**src/rtl/dmem_ctrl_if.sv**
```systemverilog
// Bundle of the memory-stage request/response signals and the backing-SRAM
// port of the data-memory controller. The controller takes the slave view;
// the surrounding pipeline and SRAM take the master view.
interface dmem_ctrl_if;
  logic        req_en;
  logic        req_we;
  logic [15:0] req_addr;
  logic [15:0] req_wdata;
  logic        stall;
  logic [15:0] rd_data;
  logic        rd_valid;
  logic        mem_req;
  logic        mem_we;
  logic [15:0] mem_addr;
  logic [15:0] mem_wdata;
  logic [15:0] mem_rdata;
  logic        mem_ack;

  modport master (
    output req_en, req_we, req_addr, req_wdata, mem_rdata, mem_ack,
    input  stall, rd_data, rd_valid, mem_req, mem_we, mem_addr, mem_wdata
  );

  modport slave (
    input  req_en, req_we, req_addr, req_wdata, mem_rdata, mem_ack,
    output stall, rd_data, rd_valid, mem_req, mem_we, mem_addr, mem_wdata
  );
endinterface

```
**src/rtl/dmem_ctrl.sv**
```systemverilog
// Data-memory controller with a small store buffer. Stores retire into the
// buffer immediately and drain to the SRAM in order; loads are forwarded
// from the youngest matching buffered store or fetched from the SRAM, with
// load misses taking priority over draining between writes.
module dmem_ctrl #(
  parameter int SB_DEPTH = 2
) (
  input  logic     clk,
  input  logic     reset,
  dmem_ctrl_if.slave bus
);

  localparam int PTR_W = (SB_DEPTH > 1) ? $clog2(SB_DEPTH) : 1;
  localparam int CNT_W = $clog2(SB_DEPTH + 1);

  typedef enum logic [1:0] {IDLE, WR, RD} state_t;

  state_t state, state_next;

  logic [15:0]      sb_addr [SB_DEPTH];
  logic [15:0]      sb_data [SB_DEPTH];
  logic [PTR_W-1:0] head, tail;
  logic [CNT_W-1:0] count, count_next;

  logic             fwd_hit;
  logic [15:0]      fwd_data;
  logic [PTR_W-1:0] fwd_idx;

  logic is_store, is_load, load_miss, sb_full;
  logic rd_done, push, pop, load_accept;

  // Scan valid entries oldest to youngest so the youngest matching store wins.
  always_comb begin
    fwd_hit  = 1'b0;
    fwd_data = '0;
    fwd_idx  = '0;
    for (int i = 0; i < SB_DEPTH; i++) begin
      fwd_idx = head + PTR_W'(i);
      if ((CNT_W'(i) < count) && (sb_addr[fwd_idx] == bus.req_addr)) begin
        fwd_hit  = 1'b1;
        fwd_data = sb_data[fwd_idx];
      end
    end
  end

  assign is_store    = bus.req_en & bus.req_we;
  assign is_load     = bus.req_en & ~bus.req_we;
  assign load_miss   = is_load & ~fwd_hit;
  assign sb_full     = (count == CNT_W'(SB_DEPTH));
  assign rd_done     = (state == RD) & bus.mem_ack;
  assign pop         = (state == WR) & bus.mem_ack;
  assign push        = is_store & ~sb_full;
  assign load_accept = is_load & (fwd_hit | rd_done);
  assign bus.stall   = (is_store & sb_full) | (load_miss & ~rd_done);

  // Occupancy after this cycle; a simultaneous push and pop cancel out.
  always_comb begin
    count_next = count;
    unique case ({push, pop})
      2'b10:   count_next = count + CNT_W'(1);
      2'b01:   count_next = count - CNT_W'(1);
      default: count_next = count;
    endcase
  end

  // Next-state selection and SRAM port drive; a started write always finishes.
  always_comb begin
    state_next    = state;
    bus.mem_req   = 1'b0;
    bus.mem_we    = 1'b0;
    bus.mem_addr  = '0;
    bus.mem_wdata = '0;
    unique case (state)
      IDLE: begin
        if (load_miss)
          state_next = RD;
        else if (count != '0)
          state_next = WR;
      end
      WR: begin
        bus.mem_req   = 1'b1;
        bus.mem_we    = 1'b1;
        bus.mem_addr  = sb_addr[head];
        bus.mem_wdata = sb_data[head];
        if (bus.mem_ack) begin
          if (load_miss)
            state_next = RD;
          else if (count_next != '0)
            state_next = WR;
          else
            state_next = IDLE;
        end
      end
      RD: begin
        bus.mem_req  = 1'b1;
        bus.mem_addr = bus.req_addr;
        if (bus.mem_ack)
          state_next = (count_next != '0) ? WR : IDLE;
      end
      default: state_next = IDLE;
    endcase
  end

  // FSM state register.
  always_ff @(posedge clk or negedge reset) begin
    if (!reset)
      state <= IDLE;
    else
      state <= state_next;
  end

  // Store-buffer pointers and occupancy; reset simply empties the buffer.
  always_ff @(posedge clk or negedge reset) begin
    if (!reset) begin
      head  <= '0;
      tail  <= '0;
      count <= '0;
    end else begin
      if (push)
        tail <= tail + PTR_W'(1);
      if (pop)
        head <= head + PTR_W'(1);
      count <= count_next;
    end
  end

  // Store-buffer payload; only entries below the occupancy count are meaningful.
  always_ff @(posedge clk) begin
    if (push) begin
      sb_addr[tail] <= bus.req_addr;
      sb_data[tail] <= bus.req_wdata;
    end
  end

  // Registered load result, pulsed for exactly one cycle per accepted load.
  always_ff @(posedge clk or negedge reset) begin
    if (!reset) begin
      bus.rd_valid <= 1'b0;
      bus.rd_data  <= '0;
    end else begin
      bus.rd_valid <= load_accept;
      if (load_accept)
        bus.rd_data <= fwd_hit ? fwd_data : bus.mem_rdata;
    end
  end

endmodule

```
**src/flat_wrapper.sv**
```systemverilog
// flat-port wrapper written by rule: the top's interface ports become plain ports
module dmem_ctrl_flat 
#(
  parameter int SB_DEPTH = 2
)
  (clk, reset, bus_req_en, bus_req_we, bus_req_addr, bus_req_wdata, bus_mem_rdata, bus_mem_ack, bus_stall, bus_rd_data, bus_rd_valid, bus_mem_req, bus_mem_we, bus_mem_addr, bus_mem_wdata);
  dmem_ctrl_if bus_i ();
  input  logic clk;
  input  logic reset;
  input wire logic [$bits(bus_i.req_en)-1:0] bus_req_en;
  input wire logic [$bits(bus_i.req_we)-1:0] bus_req_we;
  input wire logic [$bits(bus_i.req_addr)-1:0] bus_req_addr;
  input wire logic [$bits(bus_i.req_wdata)-1:0] bus_req_wdata;
  input wire logic [$bits(bus_i.mem_rdata)-1:0] bus_mem_rdata;
  input wire logic [$bits(bus_i.mem_ack)-1:0] bus_mem_ack;
  output wire logic [$bits(bus_i.stall)-1:0] bus_stall;
  output wire logic [$bits(bus_i.rd_data)-1:0] bus_rd_data;
  output wire logic [$bits(bus_i.rd_valid)-1:0] bus_rd_valid;
  output wire logic [$bits(bus_i.mem_req)-1:0] bus_mem_req;
  output wire logic [$bits(bus_i.mem_we)-1:0] bus_mem_we;
  output wire logic [$bits(bus_i.mem_addr)-1:0] bus_mem_addr;
  output wire logic [$bits(bus_i.mem_wdata)-1:0] bus_mem_wdata;
  assign bus_i.req_en = bus_req_en;
  assign bus_i.req_we = bus_req_we;
  assign bus_i.req_addr = bus_req_addr;
  assign bus_i.req_wdata = bus_req_wdata;
  assign bus_i.mem_rdata = bus_mem_rdata;
  assign bus_i.mem_ack = bus_mem_ack;
  assign bus_stall = bus_i.stall;
  assign bus_rd_data = bus_i.rd_data;
  assign bus_rd_valid = bus_i.rd_valid;
  assign bus_mem_req = bus_i.mem_req;
  assign bus_mem_we = bus_i.mem_we;
  assign bus_mem_addr = bus_i.mem_addr;
  assign bus_mem_wdata = bus_i.mem_wdata;
  dmem_ctrl #(.SB_DEPTH(SB_DEPTH)) u_core (.clk(clk), .reset(reset), .bus(bus_i));
endmodule
```
**config.mk**
```make
export PLATFORM = sky130hd
export DESIGN_NAME = dmem_ctrl_flat
export DESIGN_NICKNAME = d
export VERILOG_FILES = /design/src/rtl/dmem_ctrl_if.sv /design/src/rtl/dmem_ctrl.sv /design/src/flat_wrapper.sv
export SDC_FILE = /design/constraint.sdc
export NUM_CORES = 1
export LEC_CHECK = 0
export CAP_MARGIN = 5
export CORE_MARGIN = 5
export CORE_UTILIZATION = 43
export CTS_CLUSTER_DIAMETER = 150
export DETAILED_ROUTE_END_ITERATION = 12
export GPL_TIMING_DRIVEN = 0
export PLACE_DENSITY = 0.69
export SYNTH_ARGS = -nofsm -noshare
export SYNTH_HDL_FRONTEND = slang
export SYNTH_SLANG_ARGS = --single-unit
```
**constraint.sdc**
```tcl
create_clock -name clk -period 8.1 [get_ports clk]
set_input_delay 1.215 -clock clk [delete_from_list [all_inputs] [get_ports clk]]
set_output_delay 1.215 -clock clk [all_outputs]
set_load 0.02 [all_outputs]
```
==> impl_metrics.json, run 1 <==
{
  "num_rows": 39,
  "crit_type": "input port to primary output",
  "fmax_ghz": 0.1919,
  "rsz0062_at_grt": "false",
  "synthXorXnorAreaFrac_pct": 5.923,
  "syn_area_sq_um": 5027,
  "viasPerCell": 5.555,
  "setup_tns_ns": 0,
  "ys.flop_type": "edfxtp_1",
  "crit_arrival_ns": 3.99,
  "dieArea_sq_um": 13950,
  "min_period_ns": 5.210,
  "ctsHoldBuffers": 0,
  "num_vias": 3694,
  "cts_buffer_depth": 2,
  "syn_avg_cell_area_sq_um": 12.54,
  "die_w_um": 118.1,
  "syn_nets": 463,
  "fin_crit_sh_pct": 64.32,
  "synth_top_family_by_area": "compound AO/OA/AOI/OAI gates",
  "overflow": 0,
  "insertion_delay_ns": 0.34,
  "drive_above_1_share_pct": 17.05,
  "drtAntennaViolNets": 0,
  "nets": 579,
  "place_area_sq_um": 6276,
  "setup_viol": 0,
  "ir_drop_mv": 0.1649,
  "coreArea_sq_um": 11420,
  "yosysUniqueCellTypes": 47,
  "clk_pin_slew_ns": 0.07,
  "hpwl_mm": 9.320,
  "min_path_type": "flop to flop",
  "hold_viol_final": 0,
  "crit_fanout": 8,
  "gp_congestion": 0.7522,
  "status": "complete, no violations",
  "crit_path_end_kind": "primary output",
  "ys_seq_area_share_pct": 49.68,
  "synth_seq_cells": 87,
  "synthMuxAreaShare_pct": 14.19,
  "start_util_pct": 44.03,
  "drt_pre_antenna_iters": 4,
  "power_density_nw_per_um2": 310.0,
  "synth-compound-area-share_pct": 14.44,
  "clk_root_buffer_cell": "clkbuf_16",
  "clock_sinks": 87,
  "grt_pass1_vias": 3955,
  "skew_ns": 0.009289,
  "wl_mm": 12.89,
  "fp.dieH_um": 118.1,
  "yosysWarnings": 0,
  "grt_max_degree": 33,
  "cts_tree": "yes",
  "grt_use_total_pct": 18.69,
  "htree_levels": 3,
  "worstPathRequired_ns": 6.88,
  "port_buffers": 104,
  "slew_viol_final": 0,
  "cts_made_buffers": 9,
  "synth_cells": 401,
  "async_flop_share_pct": 26.44,
  "antenna_found_initial": 0,
  "post-cts-setup-buffers": 0,
  "areaGrowthSynthToFinish_pct": 30.74,
  "cap_violations": 0,
  "grt_pass1_wl_mm": 20.74,
  "drc": 0,
  "fin_area_sq_um": 6573,
  "start_kind": "input port",
  "fillers": 966,
  "synth_adder_area_share_pct": 2.240,
  "ioPinCount": 105,
  "num_antenna_cells": 0,
  "p_leak_nw": 2.355,
  "total_power_mw": 2.037,
  "synth_enable_flop_cells": 64,
  "synth_simple_gate_area_share_pct": 9.632,
  "worst_pin_slew_ns": 1.132,
  "wl_per_cell_um": 19.38,
  "slew_headroom_pct": 24.31,
  "drtIter0Drc": 240,
  "ctsResizeCount": 0
}
through the flow:
stage / instances / hold WS, ns / setup slack (ns) / util, %
floorplan: 401 / 0.4603 / 4.205 / -
global placement: 648 / 0.4758 / 2.930 / 54.71
detailed placement: 649 / 0.5080 / 2.876 / 54.96
CTS: 665 / 0.5230 / 2.872 / 57.56
global route: 665 / 0.5490 / 2.705 / 57.56
finish: 665 / 0.5179 / 2.890 / 57.56
worst max-delay path, cell delays in order:
cell             delay (ns)
clkdlybuf4s50_1        0.55
or4b_1                 0.57
a2111oi_2              0.42
and4_1                 0.30
a211oi_2               0.12
mux2i_1                0.21
nor2b_1                0.07
clkdlybuf4s50_1        0.54
cells by family (layout without fill, tap and decap cells):
logic type | count (synthesis) | count (layout)
AOI/OAI and AO/OA | 91 | 91
adders and majority gates | 9 | 9
and+or+nand+nor | 82 | 82
xor gates and xnor gates | 34 | 34
muxes | 66 | 66
DFF | 87 | 87
buffers and inverters | 32 | 153
final cells by class:
| class | count | area (sq um) | share of cell area [%] |
|---|---|---|---|
| Clock buffer | 9 | 225.2 | 3.427 |
| Tap cell | 143 | 178.9 | 2.722 |
| Sequential cell | 87 | 2497 | 38.00 |
| Multi-Input combinational cell | 282 | 2342 | 35.64 |
| Inverter | 9 | 33.78 | 0.5140 |
| Timing Repair Buffer | 105 | 1061 | 16.14 |
| Buffer | 23 | 162.7 | 2.475 |
| Clock inverter | 7 | 71.32 | 1.085 |
cells in the mapped netlist, drive strengths merged, types with 2 or more instances:
cell | number | share of area, %
or2 | 2 | 0.25
or4b | 2 | 0.40
buf | 12 | 2.4
inv | 9 | 0.67
xor2 | 12 | 2.1
nor2 | 24 | 1.8
nor2b | 13 | 1.6
nand2b | 2 | 0.25
mux2i | 39 | 7.8
nor4b | 4 | 0.70
mux2 | 27 | 6.3
o22ai | 32 | 5.2
o21ai | 25 | 2.8
clkbuf | 11 | 0.82
nand4 | 4 | 0.75
and4 | 2 | 0.35
nand2 | 11 | 0.82
edfxtp | 64 | 38
nor4 | 7 | 1.4
xnor2 | 22 | 3.8
a22oi | 11 | 1.6
dfrtp | 23 | 11
and2 | 6 | 0.75
nor3 | 4 | 0.40
o31ai | 16 | 3.4
ha | 9 | 2.2
cell usage in the layout, fill, tap and decap left out, types with 6 or more instances in the layout:
| cell type | instances |
|---|---|
| a22oi_1 | 11 |
| clkbuf_1 | 11 |
| clkbuf_16 | 9 |
| clkdlybuf4s50_1 | 104 |
| dfrtp_1 | 23 |
| edfxtp_1 | 64 |
| ha_1 | 9 |
| inv_1 | 9 |
| mux2_2 | 23 |
| mux2i_1 | 38 |
| nand2_1 | 11 |
| nor2_1 | 23 |
| nor2b_1 | 13 |
| o21ai_0 | 23 |
| o22ai_1 | 22 |
| o22ai_2 | 10 |
| o31ai_1 | 6 |
| o31ai_2 | 10 |
| xnor2_1 | 22 |
| xor2_1 | 12 |
where the power goes:
part / total [mW] / switching [mW] / internal [mW]
Sequential: 0.643 / 0.0581 / 0.585
Combinational: 0.980 / 0.515 / 0.466
Clock: 0.414 / 0.175 / 0.239
per-layer routing:
metal / share of wire (%) / vias to the layer above / track usage, %
li1: - / 1758 / -
met1: 43 / 1813 / 23.35
met4: 0.87 / 0 / 6.165
met5: 0 / - / 0
met2: 50 / 115 / 31.22
met3: 6.3 / 8 / 5.238
flip-flops by register name (all words and copies together) (netlist names):
register	count
u_core.bus.rd_data	16
u_core.bus.rd_valid	1
u_core.count	2
u_core.head	1
u_core.sb_addr	32
u_core.sb_data	32
u_core.state	2
u_core.tail	1
worst paths after layout:
check | start | endpoint | slack (ns) | cells past startpoint
worst max-delay path | bus_req_addr[11] | bus_stall | 2.89 | 8
worst min-delay path | u_core.bus.rd_data[13]$_DFFE_PN0P_ | u_core.bus.rd_data[13]$_DFFE_PN0P_ | 0.52 | 2
worst max register to register | u_core.head$_DFFE_PN0P_ | u_core.bus.rd_data[3]$_DFFE_PN0P_ | 4.94 | 10
worst min register to register | u_core.bus.rd_data[13]$_DFFE_PN0P_ | u_core.bus.rd_data[13]$_DFFE_PN0P_ | 0.52 | 2
max in group asynchronous | reset | u_core.count[1]$_DFF_PN0_ | 5.94 | 1
min in group asynchronous | reset | u_core.bus.rd_data[13]$_DFFE_PN0P_ | 1.48 | 1
Note: power is estimated with default switching activity, not from simulation.
==> run 2: changes to the inputs <==
clock period = 5.38 ns   (was 8.1 ns; I/O delays follow)
==> results of run 2 <==
Same layout as run 1 (identical final DEF). Status: complete, no violations.
Main changes from that run: setup slack after placement 2.876 ns -> 0.9718 ns; setup slack after layout 2.890 ns -> 0.9862 ns; register-to-register setup slack 4.94 ns -> 2.22 ns; total power 2.037 mW -> 3.067 mW; worst IR drop on VDD 0.1649 mV -> 0.2482 mV
